<file path="config.mk">
export PLATFORM = sky130hd
export DESIGN_NAME = rr_reg_arbiter
export DESIGN_NICKNAME = d
export VERILOG_FILES = /design/src/rtl/rr_reg_arbiter_pkg.sv /design/src/rtl/rr_reg_arbiter_pick.sv /design/src/rtl/rr_reg_arbiter.sv
export SDC_FILE = /design/constraint.sdc
export NUM_CORES = 1
export LEC_CHECK = 0
export ABC_CLOCK_PERIOD_IN_PS = 4000
export BUFFER_PORTS_ARGS = -buffer_cell sky130_fd_sc_hd__buf_2
export CAP_MARGIN = 20
export CORE_MARGIN = 4
export CORE_UTILIZATION = 30
export DETAILED_ROUTE_END_ITERATION = 7
export PLACE_DENSITY_LB_ADDON = 0.08
export SLEW_MARGIN = 5
export SYNTH_ARGS = -nofsm -noshare
export SYNTH_HDL_FRONTEND = slang
export SYNTH_SLANG_ARGS = --single-unit
</file>
<file path="constraint.sdc">
create_clock -name clk -period 4 [get_ports clk]
set_clock_uncertainty 0.1 [all_clocks]
set_input_delay 0.6 -clock clk [delete_from_list [all_inputs] [get_ports clk]]
set_output_delay 0.6 -clock clk [all_outputs]
set_load 0.02 [all_outputs]
</file>
<file path="src/rtl/rr_reg_arbiter_pkg.sv">
// Shared types and helpers for the round-robin register arbiter.
// Holds the FSM state encoding and a constant-safe clog2.
package rr_reg_arbiter_pkg;

   typedef enum logic [1:0] {
      IDLE   = 2'd0,
      GRANT  = 2'd1,
      LOCKED = 2'd2
   } state_t;

   // Never returns less than 1 so single-bit fields stay legal.
   function automatic int clog2(input int v);
      int r;
      r = 0;
      for (int i = 0; i < 31; i++) begin
         if ((1 << i) < v) r = i + 1;
      end
      return (r < 1) ? 1 : r;
   endfunction

endpackage

</file>
<file path="src/rtl/rr_reg_arbiter_pick.sv">
// Combinational round-robin picker: first set bit of elig at or after ptr,
// wrapping modulo N.
module rr_pick
   import rr_reg_arbiter_pkg::*;
#(
   parameter int N = 4
)(
   input  logic [N-1:0]          elig,
   input  logic [clog2(N)-1:0]   ptr,
   output logic                  found,
   output logic [clog2(N)-1:0]   idx
);

   localparam int PW = clog2(N);

   // Walk the offsets backwards so the smallest offset wins last.
   always_comb begin
      found = 1'b0;
      idx   = '0;
      for (int k = N - 1; k >= 0; k--) begin
         int c;
         c = (int'(ptr) + k) % N;
         if (elig[PW'(c)]) begin
            found = 1'b1;
            idx   = PW'(c);
         end
      end
   end

endmodule

</file>
<file path="src/rtl/rr_reg_arbiter.sv">
// Round-robin arbiter owning one shared W-bit register, with bounded
// per-owner burst locking and registered one-hot grant.
module rr_reg_arbiter
   import rr_reg_arbiter_pkg::*;
#(
   parameter int N        = 4,
   parameter int W        = 8,
   parameter int MAX_LOCK = 8
)(
   input  logic                  clk,
   input  logic                  rst,
   input  logic [N-1:0]          req,
   input  logic [N-1:0]          lock,
   input  logic [N*W-1:0]        wdata,
   output logic [N-1:0]          gnt,
   output logic [W-1:0]          q,
   output logic [clog2(N)-1:0]   owner,
   output logic                  busy
);

   localparam int PW = clog2(N);
   localparam int CW = clog2(MAX_LOCK + 1);

   state_t          r_state;
   state_t          w_next;
   logic [N-1:0]    r_gnt;
   logic [W-1:0]    r_q;
   logic [PW-1:0]   r_owner;
   logic [PW-1:0]   r_ptr;
   logic [CW-1:0]   r_lock_cnt;

   logic [N-1:0]    w_elig;
   logic            w_found;
   logic [PW-1:0]   w_idx;
   logic            w_hold;
   logic            w_grant;
   logic            w_release;
   logic [N-1:0]    w_onehot;
   logic [PW-1:0]   w_ptr_nxt;

   // The current grantee is masked so it cannot win back-to-back unlocked.
   assign w_elig = req & ~r_gnt;

   rr_pick #(.N(N)) u_pick (
      .elig  (w_elig),
      .ptr   (r_ptr),
      .found (w_found),
      .idx   (w_idx)
   );

   assign w_hold    = (r_state != IDLE) && req[r_owner] &&
                      lock[r_owner] && (r_lock_cnt < CW'(MAX_LOCK));
   assign w_grant   = !w_hold && w_found;
   assign w_release = !w_hold && !w_found;
   assign w_onehot  = N'(1) << w_idx;
   assign w_ptr_nxt = (int'(w_idx) == N - 1) ? '0 : w_idx + PW'(1);

   always_ff @(posedge clk or posedge rst) begin
      if (rst) r_state <= IDLE;
      else     r_state <= w_next;
   end

   always_comb begin
      w_next = r_state;
      unique case (r_state)
         IDLE:   w_next = w_found ? GRANT : IDLE;
         GRANT,
         LOCKED: begin
            if (w_hold)       w_next = LOCKED;
            else if (w_found) w_next = GRANT;
            else              w_next = IDLE;
         end
         default: w_next = IDLE;
      endcase
   end

   always_ff @(posedge clk or posedge rst) begin
      if (rst) begin
         r_gnt      <= '0;
         r_q        <= '0;
         r_owner    <= '0;
         r_ptr      <= '0;
         r_lock_cnt <= '0;
      end else begin
         unique case (1'b1)
            w_hold: begin
               r_q        <= wdata[int'(r_owner)*W +: W];
               r_lock_cnt <= r_lock_cnt + CW'(1);
            end
            w_grant: begin
               r_gnt      <= w_onehot;
               r_q        <= wdata[int'(w_idx)*W +: W];
               r_owner    <= w_idx;
               r_ptr      <= w_ptr_nxt;
               r_lock_cnt <= CW'(1);
            end
            w_release: begin
               r_gnt      <= '0;
               r_lock_cnt <= '0;
            end
            default: ;
         endcase
      end
   end

   assign gnt   = r_gnt;
   assign q     = r_q;
   assign owner = r_owner;
   assign busy  = (r_state != IDLE);

endmodule

</file>
Word-level counts from Yosys, hierarchy flattened
Cells that the tools add are included.
Word-level totals
  bits in registers: 22
  latch bits: 0
  bits in writable memories: 0
  bits in read-only memories: 0
  bits of input ports: 42
  output and inout port bits: 15
  logic and storage cells: 69
  memories: 0
Cells by class
  $add $sub $neg: 5
  $mul: 0
  divide/modulo/power cells: 0
  order comparisons: 6
  eq/ne operators: 3
  shifts and indexed selects: 3
  multiplexer cells: 31
  bitwise logic cells: 2
  reduce and logical (&&, ||, !) cells: 13
Operator list (count)
  variable part select 32 x 6 -> 8 bit: 2
  < comparator 2 x 4 -> 1 bit (second input constant): 4
  case mux 8 bit (2 select lines): 1
  two-way mux 1 bit: 15
  binary-select mux 1 bit (select 2 bit): 6
  two-way mux 2 bit: 6
  case mux 4 bit (3 select lines): 1
  case mux 4 bit (2 select lines): 1
  nonzero test 2 bit: 3
  logical AND 1 bit: 5
  adder 2 x 1 -> 2 bit (second input constant): 2
  adder 2 bit (second input constant): 2
  adder 4 x 1 -> 4 bit (second input constant): 1
  bitwise AND 4 bit: 1
  == test 2 x 1 -> 1 bit (second input constant): 2
  < comparator 4 bit (second input constant): 1
  NOT 4 bit: 1
  case mux 2 bit (2 select lines): 1
  left shift 1 x 2 -> 4 bit (first input constant): 1
  < comparator 2 x 3 -> 1 bit (second input constant): 1
  nonzero test 3 bit: 1
  == test 2 bit (second input constant): 1
  zero test 1 bit: 2
  zero test 2 bit: 1
  OR reduction 2 bit: 1

Logic depth before layout (Yosys ltp)
Gate-level depths: netlist of run 1.
  depth in word-level cells: 12
  mapped depth: 8
  depth with buffers taken out: 7

By module
From an unflattened synthesis of run 1, not the netlist that was laid out.
Second synthesis, totals
  cells, all modules: 176
  area total of the unflattened synthesis: 1659.1 um^2
Modules (own cells, without submodules)
  rr_reg_arbiter: instances 1, cells each 163, area each 1581.5 um^2, seq. area each 550.5 um^2
  rr_pick: instances 1, cells each 13, area each 77.6 um^2, seq. area each 0.0 um^2

Least setup slack after synthesis of run 1
No wires, ideal clock.
  path kind: input to register
  from: in req[3]
  to: reg r_q[7] (netlist: q[7])
  setup time: 94 ps
  data arrival time: 2401 ps
  data required time: 3806 ps
  path slack: 1405 ps
  cell stages on the path: 8
  buffers on the path: 2
  cell sequence: nand2_1 > mux4_2 > o31ai_4 > mux2_4 > buf_12 > buf_12 > mux2i_1 > a221oi_2
On the way
  longest elaborated chain between the ends: 10
  elaborated cells on any way between the ends: 31
  those cells by class: 1 x shift; 23 x mux; 1 x bitwise; 6 x reduce/logical
Ends and longest elaborated chain
  start, declared: line rr_reg_arbiter.sv:12  | input logic [N-1:0] req,
  bitwise AND 4 bit: line rr_reg_arbiter.sv:42  | assign w_elig = req & ~r_gnt;
  binary-select mux 1 bit (select 2 bit): line rr_reg_arbiter_pick.sv:23  | if (elig[PW'(c)]) begin
  two-way mux 1 bit (not written as such) (2 in a row): line rr_reg_arbiter_pick.sv:23
  two-way mux 2 bit / two-way mux 1 bit (equally long branches) (4 in a row): line rr_reg_arbiter_pick.sv:23
  variable part select 32 x 6 -> 8 bit / logical AND 1 bit (equally long branches): line rr_reg_arbiter.sv:92, rr_reg_arbiter.sv:53
  case mux 8 bit (2 select lines) / nonzero test 2 bit (equally long branches)
  end signal, assigned: line rr_reg_arbiter.sv:87  | r_q <= wdata[int'(r_owner)*W +: W];
  end signal, assigned: line rr_reg_arbiter.sv:92  | r_q <= wdata[int'(w_idx)*W +: W];
  end, declared: line rr_reg_arbiter.sv:27  | logic [W-1:0] r_q;
Parallel ways exist; a longest one is shown, timed or not. The select of a mux whose other input is x is not followed.
A chain may end at the register's enable or synchronous reset.

Worst setup path after layout of run 1
Ends and elaborated chain as after synthesis.

==> run summary, run 1 <==
Antenna Violating Nets Remaining = 0
maxcap violations = 0
post-DR wirelength/cell = 15.0 µm
top layer in use = met4
worst flop-to-flop path startpoint = owner[0]
Slew @ Worst Pin = 0.888 ns
IO Port Bufs = 56
register area share after synthesis = 0.401
Finished Core Util = 0.394
Crit Path Category = in2reg
Final Hold Vio Count = 0
critical path cell sequence = buf_2 -> nand2_1 -> mux4_2 -> nor3_1 -> or2_2 -> and2_1 -> a221oi_2
fmax = 378 MHz
pins over their slew limit = 0
cell depth of the worst flop-to-flop path = 5
Design Area, Final = 1730 µm²
Syn Inst Count = 125
design internal power = 0.000749 W
CP Max Fanout = 9
slowest stage delay, CP = 0.52 ns
Ports = 57
status = finished, final reports clean
Setup TNS = 0 ns
FF-to-FF End = q[7]
Seq pwr share = 0.285
Final Cycle Share = 0.661
worst hold slack = 0.383 ns
gr usage total = 0.126
vias in the first global route = 1,161
antenna violations before repair = 0
Final setup viols = 0
H-tree levels = 1
layout cells sized above 1 = 0.420
CP arrival = 2.66 ns
clock share of power = 0.120
Residual DRC = 0
Yosys Warn Count = 0
Clock Tree Root = clkbuf_8
startpoint types = input pin
Worst Hold Class = reg2reg
post-DP HPWL = 2810 µm
non-filler instance count after layout = 233
cts hold-fix bufs = 0
CP Buf/Inv Count = 1
pin count of the biggest net entering global routing = 23
routed wl met3 = 167 µm
area growth from synthesis to layout = 25.8%
std cell rows = 24
commonest non-fill, non-tap cell in the layout = buf_2
Die Width = 75.6 µm
vias = 1,120
initial core utilization = 0.313
Distinct cells, synth = 33
Pleak = 0.856 nW
1st-pass router iterations = 4
GP Congestion = 0.782
register area = 551 µm²
overflow left after global routing = 0
area of the multi-input gates = 734 µm²
fin nets = 231
switching portion of total power = 0.449
full die area = 5720 µm²
worst skew pair latency = 0.26 ns
power density cells = 787 nW/µm²
R2R setup slack = 1.37 ns
Slowest cell on crit path = mux4_2
core area = 4380 µm²
unrepaired setup endpoints after global routing = false
Comb pwr share = 0.596
Die H = 75.6 µm
crit-path leading delay family = simple AND/OR/NAND/NOR gates
Syn Area/Cell = 11.0 µm²
filler instances = 464
Met1 Wirelength = 1500 µm
Placed Cells = 229
DRT Wirelength = 3500 µm
hold path depth = 1
TritonCTS clock tree = done
Slew Limit Headroom = 0.407
clock transition at the registers of the reported paths = 0.08 ns
Setup Fix Bufs, Post-CTS = 0
PostCTS Resize Cnt = 0
CP endpoint kind = flop
CP required = 4.02 ns
highest-count cells in the layout ignoring fill and taps = buf_2, dfrtp_1, mux2i_1, nand2_1, nor2_1
min-delay src = r_lock_cnt[0]
wire length on met2 = 1800 µm
CTS max path bufs = 2
Switch Pwr = 0.000611 W
first-pass GRT wire length = 5410 µm
Vias/cell = 4.81
Placed Area = 1670 µm²
synthesized area = 1370 µm²
Worst Hold Path EP = r_lock_cnt[0]
Seq cells post-synth = 22
CTS Buf Count = 3
minimum period implied by the final worst setup slack = 2.65 ns
Net Count, Synth = 174
Num Clock Sinks = 22
DRT iter0 DRCs = 34
Max VDD drop = 279 µV
n_diodes = 0
cell type report:
class	count	share of cell area
clock buffer	4	0.0319
inverter	9	0.0196
multi-input combinational	89	0.425
sequential	22	0.319
tap	52	0.0377
timing repair buffer	57	0.167
through the flow:
stage               total power (W)  worst slack, ns
floorplan                   0.00107             1.41
global placement            0.00120             1.11
detailed placement          0.00122             1.04
CTS                         0.00138             1.33
global route                0.00148             1.19
finish                      0.00136             1.35
worst register-to-register path: stages, from the launching register on:
cell	delay (ns)
dfrtp_1	0.41
mux4_2	0.58
nor3_1	0.48
or2_2	0.32
and2_1	0.47
a221oi_2	0.13
power by group through the flow:
stage / Sequential [W] / Combinational (W) / Clock [W]
finish: 0.000387 / 0.000810 / 0.000163
global route: 0.000401 / 0.000894 / 0.000180
CTS: 0.000390 / 0.000821 / 0.000169
detailed placement: 0.000394 / 0.000823 / 0
global placement: 0.000393 / 0.000804 / 0
floorplan: 0.000458 / 0.000610 / 0
cell usage after synthesis, drive strengths merged:
master / n / area (µm²)
a22oi: 1 / 7.51
nor2: 12 / 47.6
mux2i: 18 / 180
nor4: 1 / 6.26
inv: 9 / 33.8
o211ai: 1 / 7.51
or2b: 2 / 15.0
o21ai: 5 / 25.0
mux4: 1 / 22.5
nand2b: 2 / 12.5
clkbuf: 1 / 3.75
nor2b: 2 / 12.5
o31ai: 1 / 21.3
xnor2: 1 / 8.76
and2: 2 / 12.5
buf: 4 / 50.1
nand2: 12 / 45.0
or3b: 1 / 8.76
ha: 7 / 87.6
o221ai: 1 / 8.76
and3b: 1 / 8.76
nor3: 2 / 10.0
mux2: 2 / 26.3
a221oi: 9 / 129
dfrtp: 22 / 551
or2: 1 / 6.26
a21oi: 2 / 10.0
nand4: 1 / 6.26
and4: 1 / 8.76
worst max path at each step:
stage | start | to | slack, ns | cells past startpoint
detailed placement | req[3] | q[7] | 1.04 | 7
global placement | req[3] | q[7] | 1.11 | 7
floorplan | req[3] | q[7] | 1.41 | 8
global route | req[3] | q[7] | 1.19 | 7
CTS | req[3] | q[7] | 1.33 | 7
finish | req[3] | q[7] | 1.35 | 7
cell families (layout without fill, tap and decap cells):
group	Yosys count	count (layout)	share of synthesized area
compound gates	20	20	0.152
xor+xnor	1	1	0.00638
fa+ha+maj	7	7	0.0638
buf+inv	14	70	0.0638
flops	22	22	0.401
mux	21	21	0.167
simple gates	40	40	0.146
layer usage:
| layer | vias up | track usage |
|---|---|---|
| li1 | 562 | - |
| met1 | 535 | 0.162 |
| met2 | 21 | 0.213 |
| met3 | 2 | 0.0264 |
| met4 | 0 | 0.0350 |
| met5 | - | 0 |
flip-flops by register name (all words and copies together) (netlist names):
| signal | flops |
|---|---|
| q | 8 |
| gnt | 4 |
| r_lock_cnt | 4 |
| owner | 2 |
| r_ptr | 2 |
| r_state | 2 |
No activity file was read; power rests on OpenSTA's default activity.
==> inputs of run 2 (changes only) <==
- ABC_CLOCK_PERIOD_IN_PS: 4000 -> 2600
- clock period: 4 -> 2.6 ns (I/O delays scaled with it)
==> run summary, run 2 (same netlist as run 1, synthesis figures left out) <==
post-DP HPWL = 2720 µm
pin count of the biggest net entering global routing = 23
Ports = 57
Slew Limit Headroom = 0.410
Num Clock Sinks = 22
first-pass GRT wire length = 5380 µm
post-DR wirelength/cell = 14.3 µm
Worst Hold Class = in2async
CP Max Fanout = 10
wire length on met2 = 1750 µm
Antenna Violating Nets Remaining = 0
CP endpoint kind = flop
full die area = 5720 µm²
overflow left after global routing = 0
max reg flops = 8
IO Port Bufs = 56
initial core utilization = 0.313
antenna violations before repair = 0
Placed Area = 1730 µm²
Slew @ Worst Pin = 0.884 ns
Met1 Wirelength = 1500 µm
Residual DRC = 0
Setup TNS = 0 ns
Die H = 75.6 µm
highest-count cells in the layout ignoring fill and taps = buf_2, dfrtp_1, mux2i_1, nand2_1, nor2_1
gr usage total = 0.122
power density cells = 1210 nW/µm²
status = finished, final reports clean
dpl ws = 0.135 ns
Clock Tree Root = clkbuf_8
Final Hold Vio Count = 0
cts hold-fix bufs = 0
CP required = 2.61 ns
Vias/cell = 4.86
vias in the first global route = 1,133
1st-pass router iterations = 4
Pleak = 0.882 nW
std cell rows = 24
CP arrival = 2.38 ns
top layer in use = met4
core area = 4380 µm²
Max VDD drop = 544 µV
filler instances = 456
commonest non-fill, non-tap cell in the layout = buf_2
vias = 1,156
fin nets = 237
CTS Buf Count = 3
unrepaired setup endpoints after global routing = false
Tot Pwr = 0.00214 W
GP Congestion = 0.770
Crit Path Category = reg2reg
DRT Wirelength = 3420 µm
Setup Fix Bufs, Post-CTS = 0
Die Width = 75.6 µm
setup slack after layout = 0.231 ns
Design Area, Final = 1770 µm²
TritonCTS clock tree = done
n_diodes = 0
area growth from synthesis to layout = 29.0%
Final setup viols = 0
clock transition at the registers of the reported paths = 0.07 ns
DRT iter0 DRCs = 58
layout cells sized above 1 = 0.435
Finished Core Util = 0.404
H-tree levels = 1
Final Cycle Share = 0.911
routed wl met3 = 154 µm
pins over their slew limit = 0
PostCTS Resize Cnt = 0
minimum period implied by the final worst setup slack = 2.37 ns
worst skew pair latency = 0.25 ns
fmax = 422 MHz
startpoint types = flop
maxcap violations = 0
CTS max path bufs = 2
==> run 2: changes by cell type in the layout (fill, tap and decap cells not counted), sizes merged <==
cell / change
clkbuf: -1
buf: +6
==> run 2: through the flow <==
stage | std cells | hold slack [ns]
after detailed placement | 235 | 0.379
after global routing | 238 | 0.284
final | 238 | 0.210
after CTS | 238 | 0.244
after global placement | 235 | 0.359
after floorplan | 125 | 0.279
==> run 2: cell type report <==
cell class / instances / area (µm²) / area share
multi-input cells: 89 / 734 / 0.415
flip-flops and latches: 22 / 551 / 0.311
repair buffers: 63 / 345 / 0.195
well taps: 52 / 65.1 / 0.0367
clock buffers: 3 / 41.3 / 0.0233
inverters: 9 / 33.8 / 0.0191
==> run 2: path summary, 6_finish.rpt <==
path	from	endpoint	slack, ns	cells past startpoint
max	owner[0]	q[6]	0.23	6
min reg2reg	r_lock_cnt[0]	r_lock_cnt[0]	0.38	1
min	rst	q[7]	0.21	2
min in group clk	r_lock_cnt[0]	r_lock_cnt[0]	0.38	1
max reg2reg	owner[0]	q[6]	0.23	6
max in group asynchronous	rst	owner[0]	1.65	2
==> run 2: routing by layer <==
layer  GRT usage  vias up
met5           0        -
met4      0.0117        0
met3      0.0317        2
met2       0.206       22
met1       0.163      562
li1            -      570
==> run 2: where the power goes <==
part	internal, W	switching (W)
registers	0.000495	0.0000988
clock network	0.000103	0.000101
logic	0.000604	0.000737
total	0.00120	0.000937
==> run 2: worst max-delay path, cell delays in order, from the launching register on <==
cell and delay, ns:
dfrtp_1 0.41, mux4_2 0.59, nor3_1 0.27, buf_4 0.22, nor2_1 0.07, nor2_2 0.43
a221oi_2 0.13
